[config.mk]
export PLATFORM = sky130hd
export DESIGN_NAME = lfsr_4bit_flat
export DESIGN_NICKNAME = d
export VERILOG_FILES = /design/src/rtl/lfsr_4bit_if.sv /design/src/rtl/lfsr_4bit.sv /design/src/flat_wrapper.sv
export SDC_FILE = /design/constraint.sdc
export NUM_CORES = 1
export LEC_CHECK = 0
export CAP_MARGIN = 20
export CELL_PAD_IN_SITES_DETAIL_PLACEMENT = 1
export CELL_PAD_IN_SITES_GLOBAL_PLACEMENT = 1
export CORE_AREA = 3 3 40 42
export CTS_CLUSTER_SIZE = 24
export DETAILED_ROUTE_END_ITERATION = 8
export DIE_AREA = 0 0 43 45
export DONT_BUFFER_PORTS = 1
export PLACE_DENSITY = 0.31
export SLEW_MARGIN = 20
export SYNTH_ARGS = -nofsm -noshare
export SYNTH_HDL_FRONTEND = slang
export SYNTH_SLANG_ARGS = --single-unit
[constraint.sdc]
create_clock -name clkslow -period 2.7 [get_ports clkslow]
set_clock_uncertainty 0.15 [all_clocks]
set_input_delay 0.27 -clock clkslow [delete_from_list [all_inputs] [get_ports clkslow]]
set_output_delay 0.27 -clock clkslow [all_outputs]
set_load 0.02 [all_outputs]
[src/rtl/lfsr_4bit_if.sv]
// Seed-load / state-output bundle for the 4-bit LFSR.
// The master drives sel and seed, and the slave returns the registered state on wint.
interface lfsr_4bit_if;
   logic       sel;
   logic [3:0] seed;
   logic [3:0] wint;

   modport master (
      output sel,
      output seed,
      input  wint
   );

   modport slave (
      input  sel,
      input  seed,
      output wint
   );
endinterface : lfsr_4bit_if

[src/rtl/lfsr_4bit.sv]
// 4-bit maximal-length Fibonacci LFSR (x^4 + x^3 + 1) with synchronous seed load.
// The generator steps through all 15 non-zero states and cannot stay stuck at zero.
module lfsr_4bit (
   input  logic        clkslow,
   input  logic        rst,
   lfsr_4bit_if.slave  bus
);

   localparam logic [3:0] ESCAPE_STATE = 4'b0001;

   logic [3:0] lfsr_q;
   logic [3:0] lfsr_d;
   logic       fb;

   always_comb begin
      // NOTE: every output of this block gets a default first, so no path leaves it unassigned and no latch is inferred.
      lfsr_d = lfsr_q;
      fb     = lfsr_q[3] ^ lfsr_q[2];

      if (bus.sel) begin
         lfsr_d = (bus.seed == 4'b0000) ? ESCAPE_STATE : bus.seed;
      end else if (lfsr_q == 4'b0000) begin
         // All-zero is a fixed point of the XOR feedback, so kick it onto the sequence.
         lfsr_d = ESCAPE_STATE;
      end else begin
         lfsr_d = {lfsr_q[2:0], fb};
      end
   end

   // NOTE: sequential state uses non-blocking assignments so all flops update from pre-edge values.
   always_ff @(posedge clkslow or posedge rst) begin
      if (rst) begin
         lfsr_q <= 4'b0000;
      end else begin
         lfsr_q <= lfsr_d;
      end
   end

   assign bus.wint = lfsr_q;

endmodule : lfsr_4bit

[src/flat_wrapper.sv]
// flat-port wrapper written by rule: the top's interface ports become plain ports
module lfsr_4bit_flat 
  (clkslow, rst, bus_sel, bus_seed, bus_wint);
  lfsr_4bit_if bus_i ();
  input  logic clkslow;
  input  logic rst;
  input wire logic [$bits(bus_i.sel)-1:0] bus_sel;
  input wire logic [$bits(bus_i.seed)-1:0] bus_seed;
  output wire logic [$bits(bus_i.wint)-1:0] bus_wint;
  assign bus_i.sel = bus_sel;
  assign bus_i.seed = bus_seed;
  assign bus_wint = bus_i.wint;
  lfsr_4bit u_core (.clkslow(clkslow), .rst(rst), .bus(bus_i));
endmodule
==> metrics.txt, run 1 <==
# TYPE chip_impl_metric gauge
chip_impl_metric{name="timing_worst_slew_pin_value",unit="ns"} 0.274
chip_impl_metric{name="postSynth.asyncResetShare",unit="%"} 100
chip_impl_metric{name="synth_simple_gate_area_share",unit="%"} 14.4
chip_impl_info{name="setup.worst_path.end_class",value="register"} 1
chip_impl_metric{name="synth_sequential_area_ratio",unit="%"} 52.3
chip_impl_metric{name="via_count",unit=""} 152
chip_impl_info{name="critical_path.cell_chain",value="inv_1 -> ha_1 -> nor3b_2 -> o32a_1"} 1
chip_impl_metric{name="final_weighted_congestion_of_routability_driven_global_placement",unit=""} 0.594
chip_impl_metric{name="syn-num-nets",unit=""} 24
chip_impl_info{name="critPathCapture",value="u_core.bus.wint[0]"} 1
chip_impl_metric{name="drt_first_iter_violations",unit=""} 0
chip_impl_metric{name="floorplan.die.height",unit="um"} 45
chip_impl_info{name="critPathLaunchType",value="register"} 1
chip_impl_info{name="grt_setup_unrepaired",value="false"} 1
chip_impl_metric{name="effective_utilization_at_floorplan",unit="%"} 14.9
chip_impl_metric{name="synth_adder_area_share",unit="%"} 6.54
chip_impl_metric{name="timing.critical_path.fanout_max",unit=""} 2
chip_impl_metric{name="final_antenna_net_count",unit=""} 0
chip_impl_metric{name="dp_worst_setup_slack",unit="ns"} 1.24
chip_impl_metric{name="global_route_wire_length_before_repair",unit="um"} 807
chip_impl_metric{name="synth_xor_area_share",unit="%"} 0
chip_impl_info{name="combinational_family_with_the_most_area_after_synthesis",value="simple AND/OR/NAND/NOR gates"} 1
chip_impl_metric{name="final_max_slew_viol_count",unit=""} 0
chip_impl_metric{name="area.sequential",unit="um^2"} 100
chip_impl_metric{name="netlist_area",unit="um^2"} 191
chip_impl_info{name="clockRootBuffer",value="clkbuf_4"} 1
chip_impl_metric{name="fmax",unit="GHz"} 0.686
chip_impl_info{name="yosys.area.top_type",value="dfrtp_1"} 1
chip_impl_metric{name="layout_setup_ws",unit="ns"} 1.24
chip_impl_metric{name="multiInputGateArea",unit="um^2"} 80.1
chip_impl_metric{name="cts-root-to-sink-buffers",unit=""} 2
chip_impl_metric{name="final.period_utilization",unit="%"} 54.0
chip_impl_info{name="worstReg2RegEnd",value="u_core.bus.wint[0]"} 1
chip_impl_metric{name="layout.cells.non_filler",unit=""} 36
chip_impl_metric{name="cellPowerDensity",unit="nW/um^2"} 706
chip_impl_metric{name="yosys_warnings",unit=""} 0
chip_impl_metric{name="number_of_nets_at_the_end_of_the_flow",unit=""} 31
chip_impl_metric{name="slowest_delay",unit="ns"} 0.45
chip_impl_metric{name="layout-area-overhead-vs-synth",unit="%"} 32.0
chip_impl_metric{name="floorplan.rows",unit=""} 13
chip_impl_info{name="hold_class",value="in -> reg"} 1
chip_impl_metric{name="ys_ff_latch",unit=""} 4
chip_impl_info{name="worstReg2RegStart",value="u_core.bus.wint[2]"} 1
chip_impl_metric{name="drcViolationCount",unit=""} 0
chip_impl_metric{name="share_of_the_synthesized_area_in_compound_gates_ao_oa_aoi_oai",unit="%"} 9.15
chip_impl_metric{name="fillers",unit=""} 149
chip_impl_metric{name="leakage",unit="nW"} 0.111
chip_impl_metric{name="synth_cell_type_count",unit=""} 10
chip_impl_info{name="status",value="finished, final reports clean"} 1
chip_impl_metric{name="max_reg_flops",unit=""} 4
chip_impl_metric{name="slew-limit-headroom",unit="%"} 81.7
chip_impl_metric{name="worst_ep_arrival_time",unit="ns"} 1.43
chip_impl_metric{name="cp.required",unit="ns"} 2.67
chip_impl_info{name="tritoncts_clock_tree",value="done"} 1
chip_impl_metric{name="design.portCount",unit=""} 11
chip_impl_info{name="synth_area_leaders",value="dfrtp_1 52%, mux2_2 12%, ha_1 6.5%"} 1
chip_impl_info{name="critPathLaunch",value="u_core.bus.wint[2]"} 1
chip_impl_metric{name="post_cts_buffers",unit=""} 0
chip_impl_metric{name="dr.pass1.iters",unit=""} 1
chip_impl_metric{name="placed_cells_incl_taps",unit=""} 31
chip_impl_metric{name="number_of_global_route_vias_before_repair",unit=""} 177
chip_impl_metric{name="reg2reg_depth",unit=""} 4
chip_impl_metric{name="initial_antenna_violation_count",unit=""} 0
chip_impl_metric{name="mux_contribution_to_synthesized_area",unit="%"} 11.8
chip_impl_metric{name="wl_per_cell",unit="um"} 13.6
chip_impl_metric{name="worst_hold_path.num_cells",unit=""} 2
chip_impl_metric{name="reg2reg_setup_slack",unit="ns"} 1.24
chip_impl_metric{name="worst_skew_pair.late_latency",unit="ns"} 0.24
chip_impl_info{name="critical_path_class",value="reg -> reg"} 1
chip_impl_metric{name="design.core.area",unit="um^2"} 1280
chip_impl_metric{name="antennaDiodeCount",unit=""} 0
chip_impl_metric{name="cts_buffers",unit=""} 3
chip_impl_metric{name="ir_drop",unit="mV"} 0.269
chip_impl_metric{name="cts_htree_levels",unit=""} 1
chip_impl_info{name="slowest_stage",value="dfrtp_1"} 1
chip_impl_metric{name="cts.sink_count",unit=""} 4
chip_impl_metric{name="finalSetupViolCount",unit=""} 0
chip_impl_metric{name="max_cap_violations",unit=""} 0
chip_impl_metric{name="finalSetupTns",unit="ns"} 0
chip_impl_metric{name="timing.final.hold_violations",unit=""} 0
chip_impl_metric{name="period_minus_slack",unit="ns"} 1.46
chip_impl_metric{name="avgSynthCellArea",unit="um^2"} 12.0
chip_impl_metric{name="yosysTopAreaCellShare",unit="%"} 52.3
chip_impl_metric{name="grt_use_total",unit="%"} 7.18
chip_impl_metric{name="layout-drive-gt1-share",unit="%"} 28.6
chip_impl_metric{name="routed_wirelength",unit="um"} 490
chip_impl_info{name="synth.most_common_cell",value="dfrtp_1"} 1
chip_impl_metric{name="clk_pin_slew_worst_paths",unit="ns"} 0.04
chip_impl_metric{name="synth_edf_count",unit=""} 0
chip_impl_metric{name="synthCells",unit=""} 16
chip_impl_metric{name="overflow",unit=""} 0
chip_impl_metric{name="die_area",unit="um^2"} 1940
chip_impl_metric{name="die_x",unit="um"} 43
chip_impl_info{name="dominant_register_cell_in_the_synthesized_netlist",value="dfrtp_1"} 1
chip_impl_metric{name="place.port_buffers",unit=""} 0
chip_impl_info{name="ys_top_cells_by_count",value="4 x dfrtp_1, 3 x inv_1, 2 x mux2_2"} 1
chip_impl_metric{name="vias_per_cell",unit=""} 4.22
chip_impl_metric{name="largest_net_degree_at_the_start_of_global_routing",unit=""} 7
==> critical path, delay by kind of cell, from the launching register on <==
kind | cells | cell delay [ns]
and+or+nand+nor | 1 | 0.15
adders and majority gates | 1 | 0.19
AOI/OAI and AO/OA | 1 | 0.29
buffers and inverters | 1 | 0.10
DFF | 1 | 0.45
==> worst min-delay path by stage <==
| stage | from | to | slack (ns) |
|---|---|---|---|
| global route | bus_seed[3] | u_core.bus.wint[3] | 0.01 |
| floorplan | rst | u_core.bus.wint[0] | -0.11 |
| global placement | rst | u_core.bus.wint[1] | -0.1 |
| detailed placement | rst | u_core.bus.wint[1] | -0.1 |
| CTS | bus_seed[3] | u_core.bus.wint[3] | 0.002 |
| finish | bus_seed[3] | u_core.bus.wint[3] | 0.006 |
==> logic make-up after synthesis <==
family | after synthesis
fa+ha+maj | 1
buf+inv | 3
compound gates | 2
mux | 2
simple gates | 4
flops | 4
==> routing by layer <==
metal	vias up	GRT usage [%]	part of all wire (%)
li1	68	-	-
met1	70	5.11	27
met2	9	8.68	48
met3	5	7.17	16
met4	0	10.8	8.6
met5	-	0	0
==> layout by cell type, fill, tap and decap left out <==
| cell | instances |
|---|---|
| clkbuf_4 | 3 |
| dfrtp_1 | 4 |
| dlygate4sd3_1 | 2 |
| ha_1 | 1 |
| inv_1 | 3 |
| mux2_2 | 2 |
| nand2_1 | 1 |
| nand2b_1 | 1 |
| nor3_1 | 1 |
| nor3b_2 | 1 |
| o31ai_1 | 1 |
| o32a_1 | 1 |
==> area by class of cell <==
type / instances / share of cell area (%)
timing repair buffer: 2 / 7.92
multi-input combinational: 9 / 31.7
clock buffer: 3 / 8.91
tap: 15 / 7.43
sequential: 4 / 39.6
inverter: 3 / 4.46
==> what timing repair did <==
action	in CTS	in global routing
resized for setup	0	0
hold buffers	2	0
endpoints found under the hold margin	5	0
==> through the flow <==
| step | area (um^2) | hold WS (ns) | utilization, % | power (mW) |
|---|---|---|---|---|
| floorplan | 191 | -0.114 | - | 0.0965 |
| global placement | 210 | -0.0977 | 16.4 | 0.103 |
| detailed placement | 210 | -0.0958 | 16.4 | 0.102 |
| CTS | 253 | 0.00248 | 19.7 | 0.184 |
| global route | 253 | 0.0112 | 19.7 | 0.191 |
| finish | 253 | 0.00627 | 19.7 | 0.179 |
==> power breakdown <==
| group | internal (mW) | switching [mW] | leakage, nW |
|---|---|---|---|
| clock network | 0.0498 | 0.0263 | 0.0138 |
| registers | 0.0677 | 0.0165 | 0.0460 |
| logic | 0.0111 | 0.00718 | 0.0507 |
Power figures use the tool's default switching activity.
==> run 2: changes to the inputs <==
--- a/config.mk
+++ b/config.mk
@@ -13,7 +13,7 @@
 export DETAILED_ROUTE_END_ITERATION = 8
 export DIE_AREA = 0 0 43 45
 export DONT_BUFFER_PORTS = 1
-export PLACE_DENSITY = 0.31
+export PLACE_DENSITY = 0.32
 export SLEW_MARGIN = 20
 export SYNTH_ARGS = -nofsm -noshare
 export SYNTH_HDL_FRONTEND = slang
==> constraint.sdc (replaced) <==
create_clock -name clkslow -period 1.2 [get_ports clkslow]
set_clock_uncertainty 0.15 [all_clocks]
set_input_delay 0.12 -clock clkslow [delete_from_list [all_inputs] [get_ports clkslow]]
set_output_delay 0.12 -clock clkslow [all_outputs]
set_load 0.02 [all_outputs]
==> run 2 against run 1 <==
Against the previous run: the flow now finishes with violations (negative setup slack); clock-buffer cell count unchanged; cell area increased by 49%; wire length increased by 4.7%; first-iteration DRC count unchanged; critical path depth unchanged; non-clock buffer count increased by 11; fmax increased by 14%; worst setup slack got worse by 1.3 ns; sequential share of layout area decreased by 12 points; via count increased by 24%; combinational power increased to 7.4 times the previous value; critical path type unchanged; critical endpoint unchanged; largest cell class is now non-clock buffers; largest power group is now the clock network.
==> metrics.txt, run 2 (synthesized netlist as in run 1, its figures left out) <==
# TYPE chip_impl_metric gauge
chip_impl_info{name="critPathLaunchType",value="register"} 1
chip_impl_metric{name="period_minus_slack",unit="ns"} 1.28
chip_impl_metric{name="antennaDiodeCount",unit=""} 0
chip_impl_metric{name="layout-drive-gt1-share",unit="%"} 56.3
chip_impl_info{name="status",value="finished, violations left"} 1
chip_impl_metric{name="fmax",unit="GHz"} 0.782
chip_impl_metric{name="max_cap_violations",unit=""} 0
chip_impl_metric{name="reg2reg_depth",unit=""} 4
chip_impl_metric{name="cts_htree_levels",unit=""} 1
chip_impl_metric{name="number_of_nets_at_the_end_of_the_flow",unit=""} 42
chip_impl_metric{name="via_count",unit=""} 188
chip_impl_info{name="slowest_stage",value="dfrtp_2"} 1
chip_impl_metric{name="floorplan.rows",unit=""} 13
chip_impl_info{name="violated_checks",value="negative setup slack"} 1
chip_impl_metric{name="stages_on_worst_setup_path",unit=""} 4
chip_impl_metric{name="final.period_utilization",unit="%"} 107
chip_impl_metric{name="overflow",unit=""} 0
chip_impl_metric{name="dpl-instance-area",unit="um^2"} 250
chip_impl_metric{name="vias_per_cell",unit=""} 4.00
chip_impl_metric{name="finalSetupViolCount",unit=""} 1
chip_impl_metric{name="timing.final.hold_violations",unit=""} 0
chip_impl_metric{name="cp.buffers_inverters",unit=""} 1
chip_impl_metric{name="layout_setup_ws",unit="ns"} -0.0791
chip_impl_metric{name="die_area",unit="um^2"} 1940
chip_impl_metric{name="global_route_wire_length_before_repair",unit="um"} 855
chip_impl_info{name="hold_class",value="in -> async"} 1
chip_impl_metric{name="effective_utilization_at_floorplan",unit="%"} 14.9
chip_impl_metric{name="grt_use_total",unit="%"} 7.11
chip_impl_info{name="setup.worst_path.end_class",value="register"} 1
chip_impl_metric{name="slew-limit-headroom",unit="%"} 84.3
chip_impl_metric{name="wl_per_cell",unit="um"} 10.9
chip_impl_info{name="tritoncts_clock_tree",value="done"} 1
chip_impl_metric{name="floorplan.die.height",unit="um"} 45
chip_impl_metric{name="drt_first_iter_violations",unit=""} 0
chip_impl_metric{name="worst_skew_pair.late_latency",unit="ns"} 0.25
chip_impl_metric{name="place.port_buffers",unit=""} 0
chip_impl_metric{name="design.core.area",unit="um^2"} 1280
chip_impl_info{name="clockRootBuffer",value="clkbuf_4"} 1
chip_impl_metric{name="post-route-cell-area",unit="um^2"} 377
chip_impl_metric{name="leakage",unit="nW"} 0.173
chip_impl_metric{name="drcViolationCount",unit=""} 0
chip_impl_metric{name="layout-area-overhead-vs-synth",unit="%"} 96.7
chip_impl_metric{name="final_weighted_congestion_of_routability_driven_global_placement",unit=""} 0.589
chip_impl_metric{name="hpwl",unit="um"} 408
chip_impl_metric{name="cp.required",unit="ns"} 1.18
chip_impl_metric{name="dr.pass1.iters",unit=""} 1
chip_impl_info{name="grt_setup_unrepaired",value="true"} 1
chip_impl_metric{name="finalSetupTns",unit="ns"} -0.0791
chip_impl_metric{name="routed_wirelength",unit="um"} 513
chip_impl_metric{name="worst_ep_arrival_time",unit="ns"} 1.26
chip_impl_metric{name="ir_drop",unit="mV"} 0.672
chip_impl_info{name="critical_path.cell_chain",value="inv_2 -> ha_4 -> nor3b_4 -> o32a_1"} 1
chip_impl_metric{name="largest_net_degree_at_the_start_of_global_routing",unit=""} 7
chip_impl_metric{name="final_antenna_net_count",unit=""} 0
chip_impl_metric{name="die_x",unit="um"} 43
chip_impl_metric{name="max_reg_flops",unit=""} 4
chip_impl_metric{name="timing.critical_path.fanout_max",unit=""} 2
chip_impl_metric{name="cts.sink_count",unit=""} 4
chip_impl_metric{name="cts_buffers",unit=""} 3
chip_impl_metric{name="cts-root-to-sink-buffers",unit=""} 2
chip_impl_info{name="critical_path_class",value="reg -> reg"} 1
chip_impl_metric{name="design.portCount",unit=""} 11
chip_impl_metric{name="number_of_global_route_vias_before_repair",unit=""} 197
chip_impl_info{name="critical-path-top-delay-family",value="flip-flops"} 1
chip_impl_metric{name="cellPowerDensity",unit="nW/um^2"} 1280
chip_impl_metric{name="timing_worst_slew_pin_value",unit="ns"} 0.236
chip_impl_metric{name="final_max_slew_viol_count",unit=""} 0
chip_impl_metric{name="clk_pin_slew_worst_paths",unit="ns"} 0.04
chip_impl_metric{name="slowest_delay",unit="ns"} 0.36
chip_impl_info{name="final_cell_mix",value="5 x dlygate4sd3_1, 5 x buf_4, 3 x clkbuf_4"} 1
chip_impl_metric{name="initial_antenna_violation_count",unit=""} 0
[run 2: cell count changes in the layout (fill, tap and decap cells not counted), sizes merged]
cell	change
buf	+7
dlygate4sd3	+3
dlymetal6s4s	+1
[run 2: through the flow]
step	instances	util [%]	worst slack, ns	total power [mW]	hold slack (ns)
5_1_grt	47	29.3	-0.116	0.520	0.0674
6_report	47	29.3	-0.0791	0.483	0.0499
3_3_place_gp	36	19.5	-0.0703	0.263	-0.240
4_1_cts	46	26.5	-0.0748	0.464	0.0638
3_5_place_dp	36	19.5	-0.0866	0.262	-0.243
2_1_floorplan	16	-	-0.121	0.220	-0.264
[run 2: layout make-up]
| cell class | instances | area [um^2] |
|---|---|---|
| inverters | 3 | 11.3 |
| fillers | 140 | 908 |
| repair buffers | 13 | 123 |
| flip-flops and latches | 4 | 103 |
| clock buffers | 3 | 22.5 |
| multi-input cells | 9 | 98.8 |
| well taps | 15 | 18.8 |
[run 2: final timing paths]
kind,slack [ns],to,startpoint
min in group clkslow,0.16,u_core.bus.wint[3],bus_sel
min,0.05,u_core.bus.wint[0],rst
max reg2reg,-0.08,u_core.bus.wint[0],u_core.bus.wint[3]
max,-0.08,u_core.bus.wint[0],u_core.bus.wint[3]
max in group asynchronous,0.67,u_core.bus.wint[2],rst
min reg2reg,0.46,u_core.bus.wint[1],u_core.bus.wint[0]
[run 2: per-layer routing]
metal,vias to the layer above,routed length [um],track usage [%]
met4,0,12,7.23
li1,88,-,-
met3,3,51,5.98
met2,9,263,9.58
met1,88,185,6.36
met5,-,0,0
[run 2: what timing repair did]
action / in CTS / in global routing
endpoints found under the setup margin: 1 / 4
resized for setup: 0 / 7
endpoints found under the hold margin: 8 / 0
pin swaps: 0 / 2
hold buffers: 6 / 0
setup buffers: 1 / 1
[run 2: worst register-to-register path, stage by stage (launching register included)]
cell and delay, ns:
dfrtp_2 0.36, inv_2 0.05, ha_4 0.14, nor3b_4 0.14, o32a_1 0.32
[run 2: power by group]
part / switching (mW) / internal [mW]
clock: 0.0627 / 0.112
combinational: 0.0572 / 0.0791
sequential: 0.0178 / 0.154
==> run 3: changes to the inputs <==
--- a/config.mk
+++ b/config.mk
@@ -9,11 +9,12 @@
 export CELL_PAD_IN_SITES_DETAIL_PLACEMENT = 1
 export CELL_PAD_IN_SITES_GLOBAL_PLACEMENT = 1
 export CORE_AREA = 3 3 40 42
+export CTS_CLUSTER_DIAMETER = 150
 export CTS_CLUSTER_SIZE = 24
 export DETAILED_ROUTE_END_ITERATION = 8
 export DIE_AREA = 0 0 43 45
 export DONT_BUFFER_PORTS = 1
-export PLACE_DENSITY = 0.32
+export PLACE_DENSITY = 0.31
 export SLEW_MARGIN = 20
 export SYNTH_ARGS = -nofsm -noshare
 export SYNTH_HDL_FRONTEND = slang
==> constraint.sdc (replaced) <==
create_clock -name clkslow -period 1.54 [get_ports clkslow]
set_clock_uncertainty 0.15 [all_clocks]
set_input_delay 0.154 -clock clkslow [delete_from_list [all_inputs] [get_ports clkslow]]
set_output_delay 0.154 -clock clkslow [all_outputs]
set_load 0.02 [all_outputs]
==> run 3 against run 2 <==
Against the previous run: the run now ends clean; sequential power shrank 19%; wire length shrank 4.5%; core utilization shrank 6.1 points; sequential share of layout area grew 6.4 points; worst hold slack lost 0.032 ns; critical path type unchanged.
==> metrics.txt, run 3 (synthesized netlist as in run 1, its figures left out) <==
# TYPE chip_impl_metric gauge
chip_impl_metric{name="final_weighted_congestion_of_routability_driven_global_placement",unit=""} 0.661
chip_impl_metric{name="wl_per_cell",unit="um"} 12.0
chip_impl_metric{name="combPwrFrac",unit="%"} 18.0
chip_impl_metric{name="p_int",unit="mW"} 0.238
chip_impl_metric{name="pwr-share-clk",unit="%"} 39.0
chip_impl_metric{name="worst_skew_pair.late_latency",unit="ns"} 0.23
chip_impl_metric{name="layout-area-overhead-vs-synth",unit="%"} 55.6
chip_impl_metric{name="cts_buffers",unit=""} 3
chip_impl_metric{name="worst_ep_arrival_time",unit="ns"} 1.27
chip_impl_info{name="final_cell_mix",value="5 x dlygate4sd3_1, 4 x dfrtp_1, 3 x inv_1, 3 x clkbuf_4"} 1
chip_impl_metric{name="finalPower",unit="mW"} 0.325
chip_impl_info{name="worstReg2RegStart",value="u_core.bus.wint[2]"} 1
chip_impl_metric{name="vias_per_cell",unit=""} 3.88
chip_impl_info{name="setup.worst_path.end_class",value="register"} 1
chip_impl_metric{name="global_route_wire_length_before_repair",unit="um"} 779
chip_impl_metric{name="final_antenna_net_count",unit=""} 0
chip_impl_metric{name="reg2reg_depth",unit=""} 4
chip_impl_metric{name="cp.required",unit="ns"} 1.50
chip_impl_metric{name="hpwl",unit="um"} 412
chip_impl_info{name="grt_setup_unrepaired",value="false"} 1
chip_impl_metric{name="largest_net_degree_at_the_start_of_global_routing",unit=""} 7
chip_impl_metric{name="layout-drive-gt1-share",unit="%"} 30.8
chip_impl_info{name="min_from",value="bus_seed[0]"} 1
chip_impl_metric{name="cts-root-to-sink-buffers",unit=""} 2
chip_impl_info{name="worstReg2RegEnd",value="u_core.bus.wint[0]"} 1
chip_impl_metric{name="layout_setup_ws",unit="ns"} 0.230
chip_impl_metric{name="design.portCount",unit=""} 11
chip_impl_metric{name="place.port_buffers",unit=""} 0
chip_impl_metric{name="drcViolationCount",unit=""} 0
chip_impl_metric{name="timing_worst_slew_pin_value",unit="ns"} 0.286
chip_impl_metric{name="cts_htree_levels",unit=""} 1
chip_impl_metric{name="via_count",unit=""} 159
chip_impl_metric{name="period_minus_slack",unit="ns"} 1.31
chip_impl_info{name="hold_worst_path_end",value="u_core.bus.wint[0]"} 1
chip_impl_metric{name="drt_first_iter_violations",unit=""} 1
chip_impl_metric{name="power.net_switching",unit="mW"} 0.0879
chip_impl_info{name="hold_class",value="in -> reg"} 1
chip_impl_metric{name="sequentialPowerShare",unit="%"} 43.0
chip_impl_metric{name="finalSetupViolCount",unit=""} 0
chip_impl_metric{name="max_reg_flops",unit=""} 4
chip_impl_metric{name="floorplan.rows",unit=""} 13
chip_impl_metric{name="die_area",unit="um^2"} 1940
chip_impl_metric{name="power.share.switching",unit="%"} 27.0
chip_impl_metric{name="leakage",unit="nW"} 0.133
chip_impl_metric{name="postCtsResizedCells",unit=""} 0
chip_impl_metric{name="effective_utilization_at_floorplan",unit="%"} 14.9
chip_impl_metric{name="fmax",unit="GHz"} 0.763
chip_impl_info{name="most_common_cell_after_layout_fill_and_taps_aside",value="dlygate4sd3_1"} 1
chip_impl_metric{name="dr.pass1.iters",unit=""} 2
chip_impl_metric{name="timing.critical_path.fanout_max",unit=""} 2
chip_impl_info{name="status",value="finished, final reports clean"} 1
chip_impl_metric{name="floorplan.die.height",unit="um"} 45
chip_impl_metric{name="finalSetupTns",unit="ns"} 0
chip_impl_metric{name="overflow",unit=""} 0
chip_impl_metric{name="initial_antenna_violation_count",unit=""} 0
chip_impl_metric{name="routed_wirelength",unit="um"} 490
chip_impl_metric{name="timing.final.hold_violations",unit=""} 0
chip_impl_metric{name="design.core.area",unit="um^2"} 1280
chip_impl_metric{name="cellPowerDensity",unit="nW/um^2"} 1090
chip_impl_metric{name="worst_hold_path.num_cells",unit=""} 2
chip_impl_metric{name="final_max_slew_viol_count",unit=""} 0
chip_impl_metric{name="clk_pin_slew_worst_paths",unit="ns"} 0.04
chip_impl_info{name="critPathLaunchType",value="register"} 1
chip_impl_metric{name="reg2reg_setup_slack",unit="ns"} 0.23
chip_impl_metric{name="number_of_nets_at_the_end_of_the_flow",unit=""} 36
chip_impl_info{name="clockRootBuffer",value="clkbuf_4"} 1
chip_impl_metric{name="max_cap_violations",unit=""} 0
chip_impl_metric{name="number_of_global_route_vias_before_repair",unit=""} 189
chip_impl_metric{name="grt_use_total",unit="%"} 6.02
chip_impl_metric{name="die_x",unit="um"} 43
chip_impl_metric{name="dp_worst_setup_slack",unit="ns"} 0.218
chip_impl_metric{name="ir_drop",unit="mV"} 0.411
chip_impl_info{name="tritoncts_clock_tree",value="done"} 1
chip_impl_metric{name="antennaDiodeCount",unit=""} 0
chip_impl_info{name="critical_path_class",value="reg -> reg"} 1
chip_impl_metric{name="cts.sink_count",unit=""} 4
chip_impl_metric{name="post_cts_buffers",unit=""} 0
chip_impl_metric{name="worst_hold_slack_across_all_endpoints",unit="ns"} 0.0183
chip_impl_metric{name="slew-limit-headroom",unit="%"} 80.9
chip_impl_metric{name="final.period_utilization",unit="%"} 85.1
-- run 3: layout make-up --
cell class / count / area (um^2)
Inverter: 3 / 11.3
Sequential cell: 4 / 100
Fill cell: 152 / 987
Tap cell: 15 / 18.8
Clock buffer: 3 / 22.5
Multi-Input combinational cell: 9 / 80.1
Timing Repair Buffer: 7 / 65.1
-- run 3: stage by stage --
step / std cells / util, % / instance area [um^2]
floorplan: 16 / - / 191
global placement: 33 / 17.5 / 225
detailed placement: 33 / 17.5 / 225
CTS: 41 / 23.2 / 298
global route: 41 / 23.2 / 298
finish: 41 / 23.2 / 298
-- run 3: routing by layer --
layer	wire length, um	GRT usage (%)
met3	54	5.98
met4	0	3.61
met2	272	10.2
met1	163	4.15
met5	0	0
-- run 3: worst max-delay path, cell delays in order (launching register included) --
cell and delay [ns]:
dfrtp_1 0.34, inv_1 0.06, ha_1 0.19, nor3b_2 0.16, o32a_1 0.29
-- run 3: how the worst max path moves through the flow --
stage | from | end | slack [ns] | cells after the start
after floorplan | u_core.bus.wint[2] | u_core.bus.wint[0] | 0.15 | 4
after global placement | u_core.bus.wint[2] | u_core.bus.wint[0] | 0.24 | 4
after detailed placement | u_core.bus.wint[2] | u_core.bus.wint[0] | 0.22 | 4
after CTS | u_core.bus.wint[2] | u_core.bus.wint[0] | 0.21 | 4
after global routing | u_core.bus.wint[2] | u_core.bus.wint[0] | 0.17 | 4
final | u_core.bus.wint[2] | u_core.bus.wint[0] | 0.23 | 4
-- run 3: repair_timing --
action,in CTS,in global routing
hold buffers,5,0
setup endpoints to repair,0,0
hold endpoints to repair,8,0
-- run 3: power by group through the flow --
stage	Clock, mW	Sequential, mW	Combinational, mW
floorplan	0	0.145	0.0238
global placement	0	0.141	0.0479
detailed placement	0	0.142	0.0470
CTS	0.138	0.141	0.0606
global route	0.144	0.142	0.0639
finish	0.127	0.140	0.0586
